$ cat src/rtl/y86_pkg.sv
// y86_pkg: definitions shared by the register-file controller and its storage.
//   - Y86 instruction codes IHALT..IPOPQ (0..11); codes 12..15 are illegal.
//   - Register specifiers: RNONE (4'hF, "no register") and RRSP (%rsp, 4'h4).
//   - Register file geometry and the controller FSM state enum.
package y86_pkg;

  localparam logic [3:0] IHALT   = 4'h0;
  localparam logic [3:0] INOP    = 4'h1;
  localparam logic [3:0] IRRMOVQ = 4'h2;  // also cmovXX
  localparam logic [3:0] IIRMOVQ = 4'h3;
  localparam logic [3:0] IRMMOVQ = 4'h4;
  localparam logic [3:0] IMRMOVQ = 4'h5;
  localparam logic [3:0] IOPQ    = 4'h6;
  localparam logic [3:0] IJXX    = 4'h7;
  localparam logic [3:0] ICALL   = 4'h8;
  localparam logic [3:0] IRET    = 4'h9;
  localparam logic [3:0] IPUSHQ  = 4'hA;
  localparam logic [3:0] IPOPQ   = 4'hB;

  localparam logic [3:0] RNONE = 4'hF;
  localparam logic [3:0] RRSP  = 4'h4;

  localparam int NUM_REGS = 15;
  localparam int WORD_W   = 64;

  typedef enum logic [2:0] {
    IDLE,
    READ,
    WAIT_WB,
    WR_E,
    WR_M,
    DONE
  } ctrl_state_t;

endpackage

$ cat src/rtl/regfile15x64.sv
// regfile15x64: fifteen 64-bit registers (indices 0..14).
//   clock            rising-edge clock for the write port
//   rst_n            asynchronous active-low clear of every entry
//   raddr_a/rdata_a  combinational read port A (RNONE reads as 0)
//   raddr_b/rdata_b  combinational read port B (RNONE reads as 0)
//   we/waddr/wdata   synchronous write port; writes to RNONE are dropped
module regfile15x64
  import y86_pkg::*;
(
  input  logic              clock,
  input  logic              rst_n,
  input  logic [3:0]        raddr_a,
  output logic [WORD_W-1:0] rdata_a,
  input  logic [3:0]        raddr_b,
  output logic [WORD_W-1:0] rdata_b,
  input  logic              we,
  input  logic [3:0]        waddr,
  input  logic [WORD_W-1:0] wdata
);

  logic [WORD_W-1:0] mem [0:NUM_REGS-1];

  always_ff @(posedge clock or negedge rst_n) begin
    if (!rst_n) begin
      for (int i = 0; i < NUM_REGS; i++) begin
        mem[i] <= '0;
      end
    end else if (we && (waddr != RNONE)) begin
      mem[waddr] <= wdata;
    end
  end

  // Index 15 has no storage behind it, so it reads as zero.
  assign rdata_a = (raddr_a == RNONE) ? '0 : mem[raddr_a];
  assign rdata_b = (raddr_b == RNONE) ? '0 : mem[raddr_b];

endmodule

$ cat src/rtl/regfile_ctrl.sv
// regfile_ctrl: sequences one Y86 instruction at a time through operand read
// and writeback against a single-write-port register file.
//   clock, rst_n          clock, asynchronous active-low reset
//   dec_valid/dec_ready   decode handshake carrying icode, ra, rb
//   val_a, val_b, rd_valid operands (held until next read) + one-cycle strobe
//   wb_valid/wb_ready     writeback handshake carrying val_e, val_m, cnd
//   wb_done               one-cycle pulse when the instruction retires
//   bad_icode             one-cycle pulse when icode 12..15 is rejected
module regfile_ctrl
  import y86_pkg::*;
(
  input  logic              clock,
  input  logic              rst_n,
  input  logic              dec_valid,
  output logic              dec_ready,
  input  logic [3:0]        icode,
  input  logic [3:0]        ra,
  input  logic [3:0]        rb,
  output logic [WORD_W-1:0] val_a,
  output logic [WORD_W-1:0] val_b,
  output logic              rd_valid,
  input  logic              wb_valid,
  output logic              wb_ready,
  input  logic [WORD_W-1:0] val_e,
  input  logic [WORD_W-1:0] val_m,
  input  logic              cnd,
  output logic              wb_done,
  output logic              bad_icode
);

  ctrl_state_t state_reg, state_next;

  logic [3:0]        icode_reg, ra_reg, rb_reg;
  logic [WORD_W-1:0] val_e_reg, val_m_reg;
  logic              cnd_reg;
  logic [WORD_W-1:0] val_a_reg, val_b_reg;
  logic              rd_valid_reg, bad_icode_reg;

  logic              accept, reject;
  logic [3:0]        src_a, src_b, dst_e, dst_m;
  logic [WORD_W-1:0] rf_rdata_a, rf_rdata_b;
  logic              rf_we;
  logic [3:0]        rf_waddr;
  logic [WORD_W-1:0] rf_wdata;

  assign accept = (state_reg == IDLE) && dec_valid && (icode <= IPOPQ);
  assign reject = (state_reg == IDLE) && dec_valid && (icode >  IPOPQ);

  // Sources decode from the incoming request so operands are captured on the
  // acceptance edge and are valid during the READ cycle.
  always_comb begin
    src_a = RNONE;
    src_b = RNONE;
    case (icode)
      IRRMOVQ, IRMMOVQ, IOPQ, IPUSHQ: src_a = ra;
      IRET, IPOPQ:                    src_a = RRSP;
      default:                        ;
    endcase
    case (icode)
      IRMMOVQ, IMRMOVQ, IOPQ:         src_b = rb;
      ICALL, IRET, IPUSHQ, IPOPQ:     src_b = RRSP;
      default:                        ;
    endcase
  end

  // Destinations decode from the latched instruction; cmovXX needs the
  // condition flag that arrives with writeback.
  always_comb begin
    dst_e = RNONE;
    dst_m = RNONE;
    case (icode_reg)
      IRRMOVQ:                    dst_e = cnd_reg ? rb_reg : RNONE;
      IIRMOVQ, IOPQ:              dst_e = rb_reg;
      ICALL, IRET, IPUSHQ, IPOPQ: dst_e = RRSP;
      default:                    ;
    endcase
    case (icode_reg)
      IMRMOVQ, IPOPQ:             dst_m = ra_reg;
      default:                    ;
    endcase
  end

  // WR_M always follows WR_E, so for popq %rsp the memory value wins.
  always_comb begin
    rf_we    = 1'b0;
    rf_waddr = dst_e;
    rf_wdata = val_e_reg;
    if (state_reg == WR_E) begin
      rf_we = (dst_e != RNONE);
    end else if (state_reg == WR_M) begin
      rf_we    = (dst_m != RNONE);
      rf_waddr = dst_m;
      rf_wdata = val_m_reg;
    end
  end

  regfile15x64 u_rf (
    .clock   (clock),
    .rst_n   (rst_n),
    .raddr_a (src_a),
    .rdata_a (rf_rdata_a),
    .raddr_b (src_b),
    .rdata_b (rf_rdata_b),
    .we      (rf_we),
    .waddr   (rf_waddr),
    .wdata   (rf_wdata)
  );

  always_ff @(posedge clock or negedge rst_n) begin
    if (!rst_n) begin
      state_reg <= IDLE;
    end else begin
      state_reg <= state_next;
    end
  end

  always_comb begin
    state_next = state_reg;
    dec_ready  = 1'b0;
    wb_ready   = 1'b0;
    wb_done    = 1'b0;
    case (state_reg)
      IDLE: begin
        dec_ready = 1'b1;
        if (accept) state_next = READ;
      end
      READ:    state_next = WAIT_WB;
      WAIT_WB: begin
        wb_ready = 1'b1;
        if (wb_valid) state_next = WR_E;
      end
      WR_E:    state_next = WR_M;
      WR_M:    state_next = DONE;
      DONE: begin
        wb_done    = 1'b1;
        state_next = IDLE;
      end
      default: state_next = IDLE;
    endcase
  end

  always_ff @(posedge clock or negedge rst_n) begin
    if (!rst_n) begin
      icode_reg     <= IHALT;
      ra_reg        <= RNONE;
      rb_reg        <= RNONE;
      val_e_reg     <= '0;
      val_m_reg     <= '0;
      cnd_reg       <= 1'b0;
      val_a_reg     <= '0;
      val_b_reg     <= '0;
      rd_valid_reg  <= 1'b0;
      bad_icode_reg <= 1'b0;
    end else begin
      rd_valid_reg  <= accept;
      bad_icode_reg <= reject;
      if (accept) begin
        icode_reg <= icode;
        ra_reg    <= ra;
        rb_reg    <= rb;
        val_a_reg <= rf_rdata_a;
        val_b_reg <= rf_rdata_b;
      end
      if ((state_reg == WAIT_WB) && wb_valid) begin
        val_e_reg <= val_e;
        val_m_reg <= val_m;
        cnd_reg   <= cnd;
      end
    end
  end

  assign val_a     = val_a_reg;
  assign val_b     = val_b_reg;
  assign rd_valid  = rd_valid_reg;
  assign bad_icode = bad_icode_reg;

endmodule

$ cat config.mk
export PLATFORM = sky130hd
export DESIGN_NAME = regfile_ctrl
export DESIGN_NICKNAME = d
export VERILOG_FILES = /design/src/rtl/y86_pkg.sv /design/src/rtl/regfile15x64.sv /design/src/rtl/regfile_ctrl.sv
export SDC_FILE = /design/constraint.sdc
export NUM_CORES = 2
export LEC_CHECK = 0
export BUFFER_PORTS_ARGS = -buffer_cell sky130_fd_sc_hd__buf_2
export CAP_MARGIN = 40
export CORE_ASPECT_RATIO = 0.5
export CORE_UTILIZATION = 52
export CTS_BUF_LIST = sky130_fd_sc_hd__clkbuf_4 sky130_fd_sc_hd__clkbuf_8
export DETAILED_ROUTE_END_ITERATION = 8
export GPL_ROUTABILITY_DRIVEN = 0
export PLACE_DENSITY = 0.72
export SLEW_MARGIN = 20
export SYNTH_ARGS = -nofsm -noshare
export SYNTH_HDL_FRONTEND = slang
export SYNTH_SLANG_ARGS = --single-unit
$ cat constraint.sdc
create_clock -name clock -period 2.5 [get_ports clock]
set_input_delay 0.5 -clock clock [delete_from_list [all_inputs] [get_ports clock]]
set_output_delay 0.5 -clock clock [all_outputs]
set_load 0.01 [all_outputs]
# Yosys cells after proc, flatten, opt, wreduce, memory -nomap -nowiden
# Index checks and enable logic that the tools add are counted.
# word_totals
reg_bits	1234
latchBits	0
ramBits	0
mem_bits_ro	0
inputBits	145
out_inout_bits	133
word_cells	106
memories	0
# classes
addsub	0
multipliers	0
n_div	0
n_lt_le_gt_ge	6
n_eq_ne	28
n_shift	0
muxes	28
bitwise_logic	3
n_reduce_logical	15
# op_table
cell	n
960-bit bitwise mux	1
64-bit two-way mux	9
64-bit binary-select mux with 4-bit select	2
64-bit demux with 4-bit select	1
4-bit == test (second input constant)	10
4-bit by 3-bit == test with 1-bit output (second input constant)	5
4-bit two-way mux	4
4-bit case mux with 2 select lines	2
5-bit greater-or-equal comparator (second input constant)	3
4-bit inverter with 5-bit output	3
3-bit case mux with 5 select lines	1
4-bit by 2-bit == test with 1-bit output (second input constant)	3
4-bit != test (second input constant)	3
4-bit case mux with 3 select lines	1
4-bit OR reduction	3
3-bit by 2-bit == test with 1-bit output (second input constant)	2
3-bit == test (second input constant)	2
1-bit logical AND	6
3-bit two-way mux	2
2-bit OR reduction	3
5-bit by 1-bit < comparator with 1-bit output (second input constant)	1
1-bit two-way mux	5
4-bit greater-than comparator (second input constant)	1
4-bit <= comparator (second input constant)	1
other kinds (5)	6

# Logic depth before layout (Yosys ltp)
# logic_depth
depth_word	11
mapped_depth	11
depth_no_buf	7

# Cells and area by module
# A second synthesis with hierarchy kept.
# hier_totals
hier_cells	4449
hier_area_um2	62836.5
# by_module_without_submodules
mod	instances	cells_each	area_each_um2	seq_area_each_um2
regfile15x64	1	3741	51593.2	24023.0
regfile_ctrl	1	708	11243.3	6866.6

# Worst setup path after synthesis
# Ideal clock, no wire load.
# synth_timing
kind	input-to-reg
from	input port rb[1]
to	register val_b_reg[23], in the netlist val_b[23]
setup_ns	0.124
arrival_time_ns	2.322
required_ns	2.376
slack_ns	0.054
cell_stages	8
path_buffers	3
cell_sequence	clkbuf_1 > clkinv_1 > a31oi_1 > buf_2 > clkbuf_1 > mux2i_1 > a211oi_1 > a211o_1
# synth_between
elab_chain_len	6
word_cells_on_any_way	7
cone_classes	eq/ne (1); mux (5); bitwise (1)
# synth_lines
element	line	source
start, declared	regfile_ctrl.sv:18	input logic [3:0] rb,
4-bit case mux with 2 select lines *	regfile_ctrl.sv:59	case (icode)
4-bit inverter with 5-bit output (implied by the code)	regfile15x64.sv:35	assign rdata_b = (raddr_b == RNONE) ? '0 : mem[raddr_b];
64-bit binary-select mux with 4-bit select	regfile15x64.sv:35	
64-bit two-way mux (implied by the code) (2 in a row)	regfile15x64.sv:35	
64-bit two-way mux *	regfile15x64.sv:35	
end signal, assigned	regfile_ctrl.sv:162	val_b_reg <= rf_rdata_b;
end, declared	regfile_ctrl.sv:36	logic [WORD_W-1:0] val_a_reg, val_b_reg;
# Mark *: on every way between the ends. The rest lies on a longest branch, timed or not. The select of a mux whose other input is x is not followed.
# A chain may end at the register's enable or synchronous reset.

# Worst setup path after layout
# layout_timing
from	register icode_reg[2]
to	register u_rf.mem[150] in the netlist's numbering
# layout_between
elab_chain_len	11
word_cells_on_any_way	28
cone_classes	order compare (2); eq/ne (11); mux (9); bitwise (1); reduce/logical (5)
# layout_lines
element	line	source
start, declared	regfile_ctrl.sv:33	logic [3:0] icode_reg, ra_reg, rb_reg;
start signal, assigned	regfile_ctrl.sv:158	icode_reg <= icode;
4-bit == test (tied with other cells)	regfile_ctrl.sv:71, regfile_ctrl.sv:77	
4-bit OR reduction (tied with other cells)	regfile_ctrl.sv:71	case (icode_reg)
4-bit case mux with 3 select lines / 4-bit two-way mux (equally long branches)	regfile_ctrl.sv:71, regfile_ctrl.sv:77	
4-bit two-way mux	regfile_ctrl.sv:90	end else if (state_reg == WR_M) begin
4-bit two-way mux	regfile_ctrl.sv:88	if (state_reg == WR_E) begin
4-bit inverter with 5-bit output (implied by the code)	regfile15x64.sv:29	mem[waddr] <= wdata;
5-bit greater-or-equal comparator (implied by the code) / 5-bit by 1-bit < comparator with 1-bit output (equally long branches)	regfile15x64.sv:29	
1-bit logical AND (implied by the code)	regfile15x64.sv:29	
64-bit two-way mux (implied by the code)	regfile15x64.sv:29	
64-bit demux with 4-bit select	regfile15x64.sv:29	
960-bit bitwise mux	regfile15x64.sv:29	
end signal, assigned by index	regfile15x64.sv:29	
end, declared	regfile15x64.sv:21	logic [WORD_W-1:0] mem [0:NUM_REGS-1];
# Several ways; a longest one is shown, not always the timed one.

==> summary.md <==
| Metric | Value |
|---|---|
| DR DRC count | `0` |
| Pwr Density | `902 nW/um2` |
| Worst Path Buf+Inv | `4` |
| Max FFs per register | `960` |
| CP Cell Sequence | `buf_6, buf_4, a2111oi_2, nand2_1, nand4_1, buf_12, buf_12, mux2i_1` |
| Violated checks | `setup timing` |
| Ys async rst share | `100%` |
| Worst Path Max Fanout | `20` |
| CP endpoint kind | `flop` |
| Syn nets | `7,049` |
| Worst vdd ir | `~560 uV` |
| Clock skew | `approximately 40 ps` |
| Unrepaired setup endpoints after global routing | `true` |
| CTS tree | `yes` |
| Area leader, netlist | `dfrtp_1` |
| Power Total | `68.9 mW` |
| Tmin final | `between 2000 and 3000 ps` |
| Maximum clock frequency | `363 MHz` |
| Ratio of cells with drive above 1 in the final layout | `20.6%` |
| Die extent in y | `244 um` |
| Largest Register | `u_rf.mem` |
| Root Driver | `clkbuf_8` |
| Yosys top cell area share | `approximately half` |
| CP required | `3330 ps` |
| Clk_lat worst skew | `920 ps` |
| WP data arrival | `about 3600 ps` |
| CP Launch Type | `flop` |
| Clock power share | `25.7%` |
| CP max stage cell | `a2111oi_2` |
| Max clock buf depth | `3` |
| Gr ovfl total | `0` |
| Setup violators final | `875` |
| Worst Max-Slew Pin Slew | `991 ps` |
| Crit path max-delay family | `buffers and inverters` |
| # clock sinks | `1,234` |
| Worst Path Class, Setup | `reg2reg` |
| Static Leakage | `33.3 nW` |
| Post-Synthesis Cells | `6,904` |
| Slew HR | `34.0%` |
| Status | `finished, violations left` |
| Tcrit/Tclk final | `110%` |
| Synthesis-stage register bit count | `1,234` |
| DR WL/cell | `26.9 um` |
| Synth cell types | `82` |
| Starting density of the core | `52.7%` |
| H-tree depth | `4` |
| Largest cells by area after synthesis | `dfrtp_1, nand2_1, o21ai_0, mux2i_1, clkbuf_1` |
| P_sw | `approximately 26 mW` |
| Post-synth EDFFs | `0` |
| Final hold vios | `0` |
| Hold WC Path Type | `in2async` |
| Area Overhead vs Synth | `25.2%` |
| Largest net degree at the start of global routing | `between 100 and 150` |
| Die X-Extent | `~500 um` |
| CP max stage delay | `620 ps` |
| Core Area | `116,000 um2` |
| Int Power | `43.0 mW` |
| Vias in the first global route | `between 50k and 60k` |
| Sw Share | `between 30% and 40%` |
| Global-route wire length before repair | `354 mm` |
| Netlist Area Pre-Place | `61,000 um2` |
| Ys Warns | `0` |
| Tot GR Track Use | `39.2%` |
| Fin. max-slew vios | `0` |
| Routed wire length | `248 mm` |
| Placement Cell Area | `69,100 um2` |
| Seq/Total Area, Yosys | `roughly half` |
| Starting DRC count in detailed routing | `between 10k and 15k` |
| Initial antenna violation count | `7` |
| Final setup margin | `-256 ps` |
| Synth Flop Type | `dfrtp_1` |
| Combinational Power Share | `30.5%` |
| Post-Route Utilization | `65.9%` |
| Total CTS buffers | `178` |
| Antenna-violating nets left | `0` |
| Syn Area/Cell | `between 8 and 9 um2` |
| CP most frequent cell | `buf_12` |
| Die area | `119,000 um2` |
| Site Rows | `88` |
| Drt pass-1 iters | `8` |
| I/O pins | `278` |
| DPL Wire Length | `149 mm` |
| I/O Buffers | `~280` |
| Maxcap violations | `0` |
| Clk slew on worst S/H paths | `70 ps` |
| Routed via count | `61.2k` |
| Nets | `7,646` |
| Sequential Power Share | `43.8%` |
| Vias per inst | `6.64` |
| Finished Cell Area | `around 76,000 um2` |
==> routing by layer <==
metal	routed length (um)	track usage (%)
met1	90700	52.4
met2	104000	58.0
met3	36700	10.9
met4	16500	20.9
met5	29	0.242
==> power by group through the flow <==
stage	logic (mW)	registers (mW)	clock network (mW)
2_1_floorplan	11.5	28.9	0
3_3_place_gp	19.0	29.9	0
3_5_place_dp	19.5	30.1	0
4_1_cts	19.9	29.8	17.7
5_1_grt	22.6	30.6	18.6
6_report	21.0	30.1	17.7
==> worst paths after layout <==
kind,start,to,slack (ps),depth (start not counted)
min in group clock,rb[1],rb_reg[1],100,4
worst max register to register,icode_reg[2],u_rf.mem[150],-260,8
worst max-delay path,icode_reg[2],u_rf.mem[150],-260,8
worst min-delay path,rst_n,val_m_reg[22],80,2
max in group asynchronous,rst_n,u_rf.mem[828],1400,4
worst min register to register,rb_reg[3],rb_reg[3],470,2
==> timing repair <==
action / in CTS / in global routing
resized for setup: 34 / 224
endpoints found under the setup margin: 701 / 1011
hold buffers: 144 / 0
pin swaps: 15 / 31
setup buffers: 13 / 23
cloned: 2 / 34
hold endpoints to repair: 494 / 0
==> kinds of logic after synthesis <==
kind of cell	after synthesis	synth area share, %
xor+xnor	1	0.0144
buf+inv	713	5.02
compound gates	2087	21.9
simple gates	2554	17.0
mux	315	5.44
flops	1234	50.7
==> placed cells by master (no fill, tap or decap), types with 59 or more instances in the layout <==
master and instances:
nand2_1 1937, dfrtp_1 1223, o21ai_0 689, buf_4 328, buf_2 274, nand3_1 250, buf_12 237, a21oi_1 232
a211oi_1 223, o21ai_1 217, clkbuf_8 217, nor2_1 191, mux2i_1 185, dlygate4sd3_1 144, mux2_2 129, a32oi_1 79
inv_1 74, a31oi_1 70, nand4_1 70, o22ai_1 64, a22oi_1 64, clkbuf_4 64, a221oi_1 61, a211o_1 61
a21oi_2 59
==> Yosys cell counts (all sizes together), types with 61 or more instances <==
cell / count
a31oi: 75
a32oi: 79
a211oi: 223
nand4: 71
inv: 74
dfrtp: 1226
o22ai: 64
mux2i: 186
a21oi: 292
nor2: 198
a22oi: 64
o21ai: 937
a211o: 61
buf: 177
clkbuf: 460
nand3: 255
mux2: 129
nand2: 1977
a221oi: 62
==> stage by stage <==
step                setup slack [ps]  setup TNS, ps  hold WS [ps]  cells
CTS                            -46.4           -576          8.66   9155
global route                    -381        -153810           103   9213
detailed placement              -213         -26130           434   8680
global placement                -131          -9420           431   8680
finish                          -256         -85990          80.9   9217
floorplan                       53.9              0           204   6904
==> layout make-up <==
class	count	area, um2
Antenna cell	5	12.5
Clock inverter	35	369
Inverter	76	285
Clock buffer	281	3470
Timing Repair Buffer	1054	11500
Fill cell	9035	39400
Sequential cell	1234	30900
Multi-Input combinational cell	4957	27900
Tap cell	1575	1970
(Power assumes the default switching activity.)
